<file path="src/rtl/xorshift_sequencer_pkg.sv">
// Shared definitions for the xorshift sequencer.
//   XS_DEFAULT_SEED : generator state after reset, and the stand-in for a zero
//                     seed (zero is the fixed point of xorshift).
//   word_t          : 32-bit generator word.
//   state_e         : FSM state names, for debug decode.
//   ST_IDLE/ST_RUN  : FSM state encodings used by the RTL.
package xorshift_sequencer_pkg;

  typedef logic [31:0] word_t;

  localparam word_t XS_DEFAULT_SEED = 32'h2545F491;

  localparam logic [0:0] ST_IDLE = 1'b0;
  localparam logic [0:0] ST_RUN  = 1'b1;

  typedef enum logic [0:0] {
    IDLE = 1'b0,
    RUN  = 1'b1
  } state_e;

endpackage

</file>
<file path="src/rtl/xorshift_sequencer_if.sv">
// Bundle of the sequencer's control, seed and output-stream signals.
//   seed_valid/seed_data/seed_ready : seed load handshake
//   start/req_count/stop            : burst control
//   busy/done                       : burst status
//   rnd_valid/rnd_data/rnd_ready/rnd_last : output word stream
// Handshake rule for both seed and rnd channels: a transfer happens on a
// rising clock edge where valid and ready are both high; the source holds
// data stable while valid is high and ready is low.
// Modports: slave = the sequencer, master = the controller/consumer side.
interface xorshift_sequencer_if
  import xorshift_sequencer_pkg::*;
#(
  parameter int CNT_W = 16
);
  logic             seed_valid;
  word_t            seed_data;
  logic             seed_ready;
  logic             start;
  logic [CNT_W-1:0] req_count;
  logic             stop;
  logic             busy;
  logic             done;
  logic             rnd_valid;
  word_t            rnd_data;
  logic             rnd_ready;
  logic             rnd_last;

  modport slave (
    input  seed_valid, seed_data, start, req_count, stop, rnd_ready,
    output seed_ready, busy, done, rnd_valid, rnd_data, rnd_last
  );

  modport master (
    output seed_valid, seed_data, start, req_count, stop, rnd_ready,
    input  seed_ready, busy, done, rnd_valid, rnd_data, rnd_last
  );
endinterface

</file>
<file path="src/rtl/xorshift_sequencer_xorshifter.sv">
// Combinational xorshift step (shifts 7/9/13).
//   x_in  : current generator word
//   x_out : next generator word
module xorshift_sequencer_xorshifter
  import xorshift_sequencer_pkg::*;
(
  input  word_t x_in,
  output word_t x_out
);
  word_t s1;
  word_t s2;

  assign s1    = x_in ^ (x_in >> 7);
  assign s2    = s1 ^ (s1 << 9);
  assign x_out = s2 ^ (s2 >> 13);
endmodule

</file>
<file path="src/rtl/xorshift_sequencer.sv">
// Sequential xorshift generator: holds the state register, loads seeds,
// runs counted (req_count>0) or free-running (req_count==0) bursts and
// streams each word over the rnd valid/ready channel.
//   clk, rst_n : clock, asynchronous active-low reset
//   bus        : control/seed/stream bundle (slave side)
//   state_dbg  : current FSM state
module xorshift_sequencer
  import xorshift_sequencer_pkg::*;
#(
  parameter word_t DEFAULT_SEED = XS_DEFAULT_SEED,
  parameter int    CNT_W        = 16
)(
  input  logic                  clk,
  input  logic                  rst_n,
  xorshift_sequencer_if.slave   bus,
  output state_e                state_dbg
);
  logic [0:0]       state;
  word_t            sreg;
  logic [CNT_W-1:0] remaining;
  logic             rnd_valid_q;
  logic             done_q;

  word_t seed_load;
  word_t seed_eff;
  word_t xs_in;
  word_t xs_out;
  logic  hs;

  // A zero seed would lock the generator at zero forever.
  assign seed_load = (bus.seed_data == '0) ? DEFAULT_SEED : bus.seed_data;
  // A seed offered together with start is used for that burst's first word.
  assign seed_eff  = bus.seed_valid ? seed_load : sreg;
  assign xs_in     = (state == ST_IDLE) ? seed_eff : sreg;
  assign hs        = rnd_valid_q && bus.rnd_ready;

  xorshift_sequencer_xorshifter u_xs (
    .x_in  (xs_in),
    .x_out (xs_out)
  );

  always_ff @(posedge clk or negedge rst_n) begin
    if (!rst_n) begin
      state       <= ST_IDLE;
      sreg        <= DEFAULT_SEED;
      remaining   <= '0;
      rnd_valid_q <= 1'b0;
      done_q      <= 1'b0;
    end else begin
      done_q <= 1'b0;
      case (state)
        ST_IDLE: begin
          if (bus.start) begin
            sreg        <= xs_out;
            rnd_valid_q <= 1'b1;
            remaining   <= bus.req_count;
            state       <= ST_RUN;
          end else if (bus.seed_valid) begin
            sreg <= seed_load;
          end
        end
        ST_RUN: begin
          // sreg is left holding the word on rnd_data so a later start
          // continues the same sequence.
          if (bus.stop || (hs && remaining == CNT_W'(1))) begin
            rnd_valid_q <= 1'b0;
            remaining   <= '0;
            done_q      <= 1'b1;
            state       <= ST_IDLE;
          end else if (hs) begin
            sreg <= xs_out;
            // remaining==0 marks free-run and never counts.
            if (remaining != '0) remaining <= remaining - CNT_W'(1);
          end
        end
        default: state <= ST_IDLE;
      endcase
    end
  end

  assign bus.seed_ready = (state == ST_IDLE);
  assign bus.busy       = (state == ST_RUN);
  assign bus.done       = done_q;
  assign bus.rnd_valid  = rnd_valid_q;
  assign bus.rnd_data   = sreg;
  assign bus.rnd_last   = rnd_valid_q && (remaining == CNT_W'(1));
  assign state_dbg      = state_e'(state);
endmodule

</file>
<file path="src/flat_wrapper.sv">
// flat-port wrapper written by rule: the top's interface ports become plain ports
module xorshift_sequencer_flat import xorshift_sequencer_pkg::*;
#(
  parameter word_t DEFAULT_SEED = XS_DEFAULT_SEED,
  parameter int    CNT_W        = 16
)
  (clk, rst_n, state_dbg, bus_seed_valid, bus_seed_data, bus_start, bus_req_count, bus_stop, bus_rnd_ready, bus_seed_ready, bus_busy, bus_done, bus_rnd_valid, bus_rnd_data, bus_rnd_last);
  xorshift_sequencer_if #(.CNT_W(CNT_W)) bus_i ();
  input  logic clk;
  input  logic rst_n;
  output state_e state_dbg;
  input wire logic [$bits(bus_i.seed_valid)-1:0] bus_seed_valid;
  input wire logic [$bits(bus_i.seed_data)-1:0] bus_seed_data;
  input wire logic [$bits(bus_i.start)-1:0] bus_start;
  input wire logic [$bits(bus_i.req_count)-1:0] bus_req_count;
  input wire logic [$bits(bus_i.stop)-1:0] bus_stop;
  input wire logic [$bits(bus_i.rnd_ready)-1:0] bus_rnd_ready;
  output wire logic [$bits(bus_i.seed_ready)-1:0] bus_seed_ready;
  output wire logic [$bits(bus_i.busy)-1:0] bus_busy;
  output wire logic [$bits(bus_i.done)-1:0] bus_done;
  output wire logic [$bits(bus_i.rnd_valid)-1:0] bus_rnd_valid;
  output wire logic [$bits(bus_i.rnd_data)-1:0] bus_rnd_data;
  output wire logic [$bits(bus_i.rnd_last)-1:0] bus_rnd_last;
  assign bus_i.seed_valid = bus_seed_valid;
  assign bus_i.seed_data = bus_seed_data;
  assign bus_i.start = bus_start;
  assign bus_i.req_count = bus_req_count;
  assign bus_i.stop = bus_stop;
  assign bus_i.rnd_ready = bus_rnd_ready;
  assign bus_seed_ready = bus_i.seed_ready;
  assign bus_busy = bus_i.busy;
  assign bus_done = bus_i.done;
  assign bus_rnd_valid = bus_i.rnd_valid;
  assign bus_rnd_data = bus_i.rnd_data;
  assign bus_rnd_last = bus_i.rnd_last;
  xorshift_sequencer #(.DEFAULT_SEED(DEFAULT_SEED), .CNT_W(CNT_W)) u_core (.clk(clk), .rst_n(rst_n), .bus(bus_i), .state_dbg(state_dbg));
endmodule
</file>
<file path="config.mk">
export PLATFORM = sky130hd
export DESIGN_NAME = xorshift_sequencer_flat
export DESIGN_NICKNAME = d
export VERILOG_FILES = /design/src/rtl/xorshift_sequencer_pkg.sv /design/src/rtl/xorshift_sequencer_if.sv /design/src/rtl/xorshift_sequencer_xorshifter.sv /design/src/rtl/xorshift_sequencer.sv /design/src/flat_wrapper.sv
export SDC_FILE = /design/constraint.sdc
export NUM_CORES = 1
export LEC_CHECK = 0
export CORE_AREA = 2 2 109 111
export DETAILED_ROUTE_END_ITERATION = 12
export DIE_AREA = 0 0 111 113
export PLACE_DENSITY_LB_ADDON = 0.2
export SLEW_MARGIN = 25
export SYNTH_ARGS = -nofsm -noshare
export SYNTH_HDL_FRONTEND = slang
export SYNTH_SLANG_ARGS = --single-unit
</file>
<file path="constraint.sdc">
create_clock -name clk -period 2.8 [get_ports clk]
set_clock_uncertainty 0.1 [all_clocks]
set_input_delay 0.56 -clock clk [delete_from_list [all_inputs] [get_ports clk]]
set_output_delay 0.56 -clock clk [all_outputs]
set_load 0.02 [all_outputs]
</file>
; ---- After elaboration in Yosys (flattened, before gate mapping)
; Index checks and enable logic that the tools add are counted.
[word_totals]
regBits = 51
latch_bits = 0
ramBits = 0
mem_bits_ro = 0
input_bits = 54
output_inout_bits = 38
wordCells = 46
n_memories = 0
[op_classes]
n_addsub = 1
mul = 0
div_mod_pow = 0
magnitude_cmp = 0
n_eq_ne = 7
n_shift = 0
n_mux = 20
n_bitwise = 4
n_reduce_logical = 9
[op_table]
columns = op, n
row1 = 32-bit two-way mux, 6
row2 = 16-bit two-way mux, 4
row3 = 32-bit case mux with 2 select lines, 1
row4 = 32-bit zero test, 1
row5 = 16-bit case mux with 2 select lines, 1
row6 = 32-bit by 19-bit bitwise XOR with 32-bit output, 1
row7 = 32-bit by 25-bit bitwise XOR with 32-bit output, 1
row8 = 32-bit bitwise XOR, 1
row9 = 16-bit by 1-bit == test with 1-bit output (second input constant), 1
row10 = 16-bit nonzero test, 1
row11 = 16-bit by 1-bit subtractor with 16-bit output (second input constant), 1
row12 = 2-bit != test (second input constant), 4
row13 = 1-bit two-way mux, 6
row14 = 3-bit != test (second input constant), 2
row15 = 1-bit case mux with 2 select lines, 2
row16 = 2-bit AND reduction, 2
row17 = 1-bit logical AND, 3
row18 = 3-bit AND reduction, 1
row19 = 1-bit logical OR, 1
row20 = 1-bit inverter, 1

; ---- Depth between registers and ports, before layout
[depth]
depth_word = 10
ltp_mapped = 9
depth_no_buf = 8

; ---- Hierarchy
; A second synthesis with hierarchy kept.
[hier_totals]
cells_unflattened = 452
hier_area_um2 = 4055.1
[modules_own_cells]
columns = module, n_inst, cells_per_inst, area_each_um2, seq_area_each_um2
row1 = xorshift_sequencer, 1, 381, 3403.3, 1293.7
row2 = xorshift_sequencer_xorshifter, 1, 71, 651.9, 0.0

; ---- Least setup slack after synthesis
; Ideal clock, no wire load.
[synth_timing]
path_kind = register to output
start = register u_core.remaining[4]
end = output port bus_rnd_last
arrival_time_ns = 1.688
required_ns = 2.140
slack_ns = 0.452
path_stages_with_launch = 5
path_buffers = 0
path_cell_list = dfrtp_1 > or4_4 > nor3_4 > and4_4 > and2_1
[synth_via]
elab_chain_len = 2
[synth_lines]
columns = element, line_no
row1 = from (decl), xorshift_sequencer.sv:20  ; logic [CNT_W-1:0] remaining;
row2 = from (signal assigned), xorshift_sequencer.sv:56  ; remaining <= bus.req_count;
row3 = from (signal assigned), xorshift_sequencer.sv:73  ; if (remaining != '0) remaining <= remaining - CNT_W'(1);
row4 = 16-bit by 1-bit == test with 1-bit output, xorshift_sequencer.sv:86  ; assign bus.rnd_last = rnd_valid_q && (remaining == CNT_W'(1));
row5 = 1-bit logical AND, xorshift_sequencer.sv:86
row6 = to (decl), flat_wrapper.sv:23  ; output wire logic [$bits(bus_i.rnd_last)-1:0] bus_rnd_last;
; No other way between the ends.

; ---- Worst setup path after layout
[layout_timing]
start = input port bus_seed_data[16]
end = register u_core.sreg[12], in the netlist u_core.bus.rnd_data[12]
[layout_via]
elab_chain_len = 10
word_cells_on_any_way = 11
cone_classes = mux: 7 / bitwise: 3 / reduce/logical: 1
[layout_lines]
columns = element, line_no
row1 = from (decl), flat_wrapper.sv:13  ; input wire logic [$bits(bus_i.seed_data)-1:0] bus_seed_data;
row2 = 32-bit zero test, xorshift_sequencer.sv:31  ; assign seed_load = (bus.seed_data == '0) ? DEFAULT_SEED : bus.seed_data;
row3 = 32-bit two-way mux *, xorshift_sequencer.sv:31
row4 = 32-bit two-way mux *, xorshift_sequencer.sv:33  ; assign seed_eff = bus.seed_valid ? seed_load : sreg;
row5 = 32-bit two-way mux, xorshift_sequencer.sv:34  ; assign xs_in = (state == ST_IDLE) ? seed_eff : sreg;
row6 = 32-bit by 25-bit bitwise XOR with 32-bit output, xorshift_sequencer_xorshifter.sv:13  ; assign s1 = x_in ^ (x_in >> 7);
row7 = 32-bit bitwise XOR, xorshift_sequencer_xorshifter.sv:14  ; assign s2 = s1 ^ (s1 << 9);
row8 = 32-bit by 19-bit bitwise XOR with 32-bit output, xorshift_sequencer_xorshifter.sv:15  ; assign x_out = s2 ^ (s2 >> 13);
row9 = 32-bit two-way mux, xorshift_sequencer.sv:70  ; end else if (hs) begin
row10 = 32-bit two-way mux, xorshift_sequencer.sv:65  ; if (bus.stop || (hs && remaining == CNT_W'(1))) begin
row11 = 32-bit case mux with 2 select lines *, xorshift_sequencer.sv:51  ; case (state)
row12 = to (signal assigned), xorshift_sequencer.sv:54  ; sreg <= xs_out;
row13 = to (signal assigned), xorshift_sequencer.sv:59  ; sreg <= seed_load;
row14 = to (signal assigned), xorshift_sequencer.sv:71  ; sreg <= xs_out;
row15 = to (decl), xorshift_sequencer.sv:19  ; word_t sreg;
; Every way passes the cells marked *; elsewhere a longest branch is shown, timed or not. The select of a mux whose other input is x is not followed.
; A chain may end at the register's enable or synchronous reset.

==> flow_summary.json <==
{
  "path_buf_inv": 2,
  "ys_types": 52,
  "grt_max_degree": 33,
  "synth_fp_nets": 510,
  "syn_area_um2": 3910,
  "grt_pass1_wl_um": 22800,
  "io_pins": 92,
  "cp_data_arrival_time_ns": 2.89,
  "die_h_um": 113,
  "path_max_fanout": 3,
  "drc": 0,
  "wl_per_cell_um": 19.1,
  "status": "finished, final reports clean",
  "leakagePower_nw": 2.30,
  "drt_iter0_drc": 228,
  "async_flop_share": 1.00,
  "crit_required_ns": 2.92,
  "setup.worst_path.class": "in -> reg",
  "period_share": 0.987,
  "drv_cap": 0,
  "io_buffers": 91,
  "fp-row-count": 39,
  "r2r-end": "u_core.bus.rnd_data[1]",
  "slew-limit-headroom": 0.526,
  "cts_buffer_depth": 2,
  "clock-sinks": 51,
  "area.growth.synth_to_final_pct": 49.0,
  "routed_wl_um": 14500,
  "fillers": 1066,
  "final_cell_mix": "85 x clkdlybuf4s50_1, 81 x buf_4, 53 x xnor2_1",
  "grt_pass1_vias": 4162,
  "ys_seq_area_frac": 0.331,
  "postRouteAntennaNets": 0,
  "placed_area_um2": 5500,
  "holdBufCountCts": 0,
  "end_kind": "flop",
  "final_common_cell": "clkdlybuf4s50_1",
  "grt_overflow": 0,
  "ys_seq_elements": 51,
  "numCtsBuffers": 5,
  "setup_viol": 0,
  "hold-worst-slack_ns": 0.167,
  "hp-class": "in -> async",
  "slowest_stage": "clkdlybuf4s50_1",
  "fmaxAchievable_mhz": 362,
  "cp-start-kind": "input pin",
  "yosys.area.top_type_share": 0.237,
  "viasPerCell": 5.56,
  "post-synth-top-area-cell": "dfrtp_1",
  "finalCriticalPeriod_ns": 2.76,
  "r2r_setup_slack_ns": 0.33,
  "rr_worst_depth": 8,
  "synthTopCellsByArea": "dfrtp_1 24%, xnor2_1 13%, dfstp_2 9.4%",
  "start_util": 0.347,
  "post-route-util": 0.517,
  "clockRootBuffer": "clkbuf_16",
  "clock_latency_ns": 0.29,
  "synthCells": 453,
  "drv_slew": 0,
  "synth_flop_cell": "dfrtp_1",
  "rr_startpoint": "u_core.remaining[4]",
  "p_per_area_nw_per_um2": 1190,
  "dieArea_um2": 12500,
  "dr.pass1.iters": 5,
  "core_um2": 11300,
  "yosys_warnings": 0,
  "synth.avg_cell_area_um2": 8.63,
  "via_count": 4218,
  "diodes": 0,
  "chipWidth_um": 111,
  "design_area_um2": 5820,
  "grt_usage": 0.229,
  "crit_chain": "clkdlybuf4s50_1 -> nor4_2 -> nand4_1 -> buf_4 -> o21bai_4 -> xor2_2 -> and2_1 -> o31a_1 -> xnor2_1 -> a21oi_1",
  "place.gp.congestion": 0.931,
  "drive_above_1_share": 0.244,
  "htree_levels": 2,
  "cts_tree": "done",
  "post-dp-hpwl_um": 11000,
  "cpLargestDelayFamily": "simple AND/OR/NAND/NOR gates",
  "synth_edf_count": 0,
  "grt_antenna_before_repair": 0,
  "hold_violations": 0,
  "critPathMaxStageDelay_ns": 0.50,
  "irDropWorstVdd_v": 0.000464,
  "tightest_slew_ns": 0.706,
  "layout.nets": 672,
  "clk_pin_slew_ns": 0.07
}
timing repair:
action,4_1_cts,5_1_grt
pin swaps,0,11
buffers inserted,0,2
gates resized for setup,4,30
gates cloned,0,0
setup endpoints to repair,7,25
synthesized netlist by cell type, types with 3 or more instances:
master / instances
a21oi_1: 54
a22oi_1: 11
a31oi_1: 12
a32oi_1: 7
and3_1: 3
buf_2: 6
buf_4: 4
buf_6: 6
clkbuf_1: 4
dfrtp_1: 37
dfstp_2: 14
ha_1: 3
inv_1: 7
nand2_1: 19
nor2_1: 39
nor3_1: 10
nor4_1: 12
o21ai_0: 22
o21ai_1: 26
o21ai_2: 3
o22ai_1: 24
or3_1: 12
xnor2_1: 57
xor2_1: 25
logic make-up (layout without fill, tap and decap cells):
family                   after synthesis  in the layout  share of synthesized area
AO/OA/AOI/OAI                        172            172                      0.271
AND/OR/NAND/NOR                      112            112                      0.146
XOR/XNOR                              83             83                      0.188
flip-flops                            51             51                      0.331
buffers and inverters                 29            192                     0.0455
adder cells (fa/ha/maj)                3              3                    0.00960
multiplexers                           3              3                    0.00864
worst max path at each step:
| stage | start | to | depth (start not counted) |
|---|---|---|---|
| after global routing | bus_seed_data[9] | u_core.bus.rnd_data[0] | 11 |
| final | bus_seed_data[16] | u_core.bus.rnd_data[12] | 10 |
| after floorplan | u_core.remaining[4] | bus_rnd_last | 4 |
| after CTS | bus_seed_data[12] | u_core.bus.rnd_data[0] | 12 |
| after global placement | bus_seed_data[0] | u_core.bus.rnd_data[14] | 10 |
| after detailed placement | bus_seed_data[16] | u_core.bus.rnd_data[0] | 11 |
power breakdown:
| group | internal [mW] | switching [mW] |
|---|---|---|
| registers | 1.14 | 0.446 |
| logic | 2.41 | 2.34 |
| clock network | 0.331 | 0.286 |
| total | 3.89 | 3.07 |
area by class of cell:
class | instances | area [um2] | share of cell area
Multi-Input combinational cell | 373 | 2600 | 0.446
Tap cell | 143 | 179 | 0.0307
Sequential cell | 51 | 1290 | 0.222
Clock buffer | 6 | 129 | 0.0221
Clock inverter | 2 | 12.5 | 0.00215
Inverter | 8 | 30.0 | 0.00516
Timing Repair Buffer | 176 | 1580 | 0.272
per-stage QoR:
| step | setup TNS, ns | setup slack (ns) | power (mW) | instances |
|---|---|---|---|---|
| after detailed placement | -6.15 | -0.344 | 6.09 | 749 |
| after global placement | -7.53 | -0.371 | 6.06 | 749 |
| after CTS | -0.00899 | -0.00509 | 6.75 | 757 |
| after global routing | -0.0871 | -0.0335 | 7.39 | 759 |
| final | 0 | 0.0354 | 6.96 | 759 |
| after floorplan | 0 | 0.452 | 4.29 | 453 |
metal layers:
metal / GRT usage / up-vias / wire, um
met1: 0.299 / 2041 / 6070
met4: 0.0650 / 0 / 331
met5: 0 / - / 0
li1: - / 1981 / -
met2: 0.397 / 170 / 7170
met3: 0.0332 / 26 / 900
state kept, by name, summed over array words and instances (netlist names), named ones only:
register,cells
u_core.bus.busy,1
u_core.bus.done,1
u_core.bus.rnd_data,30
u_core.bus.rnd_valid,1
u_core.remaining,16
Note: power is estimated with default switching activity, not from simulation.
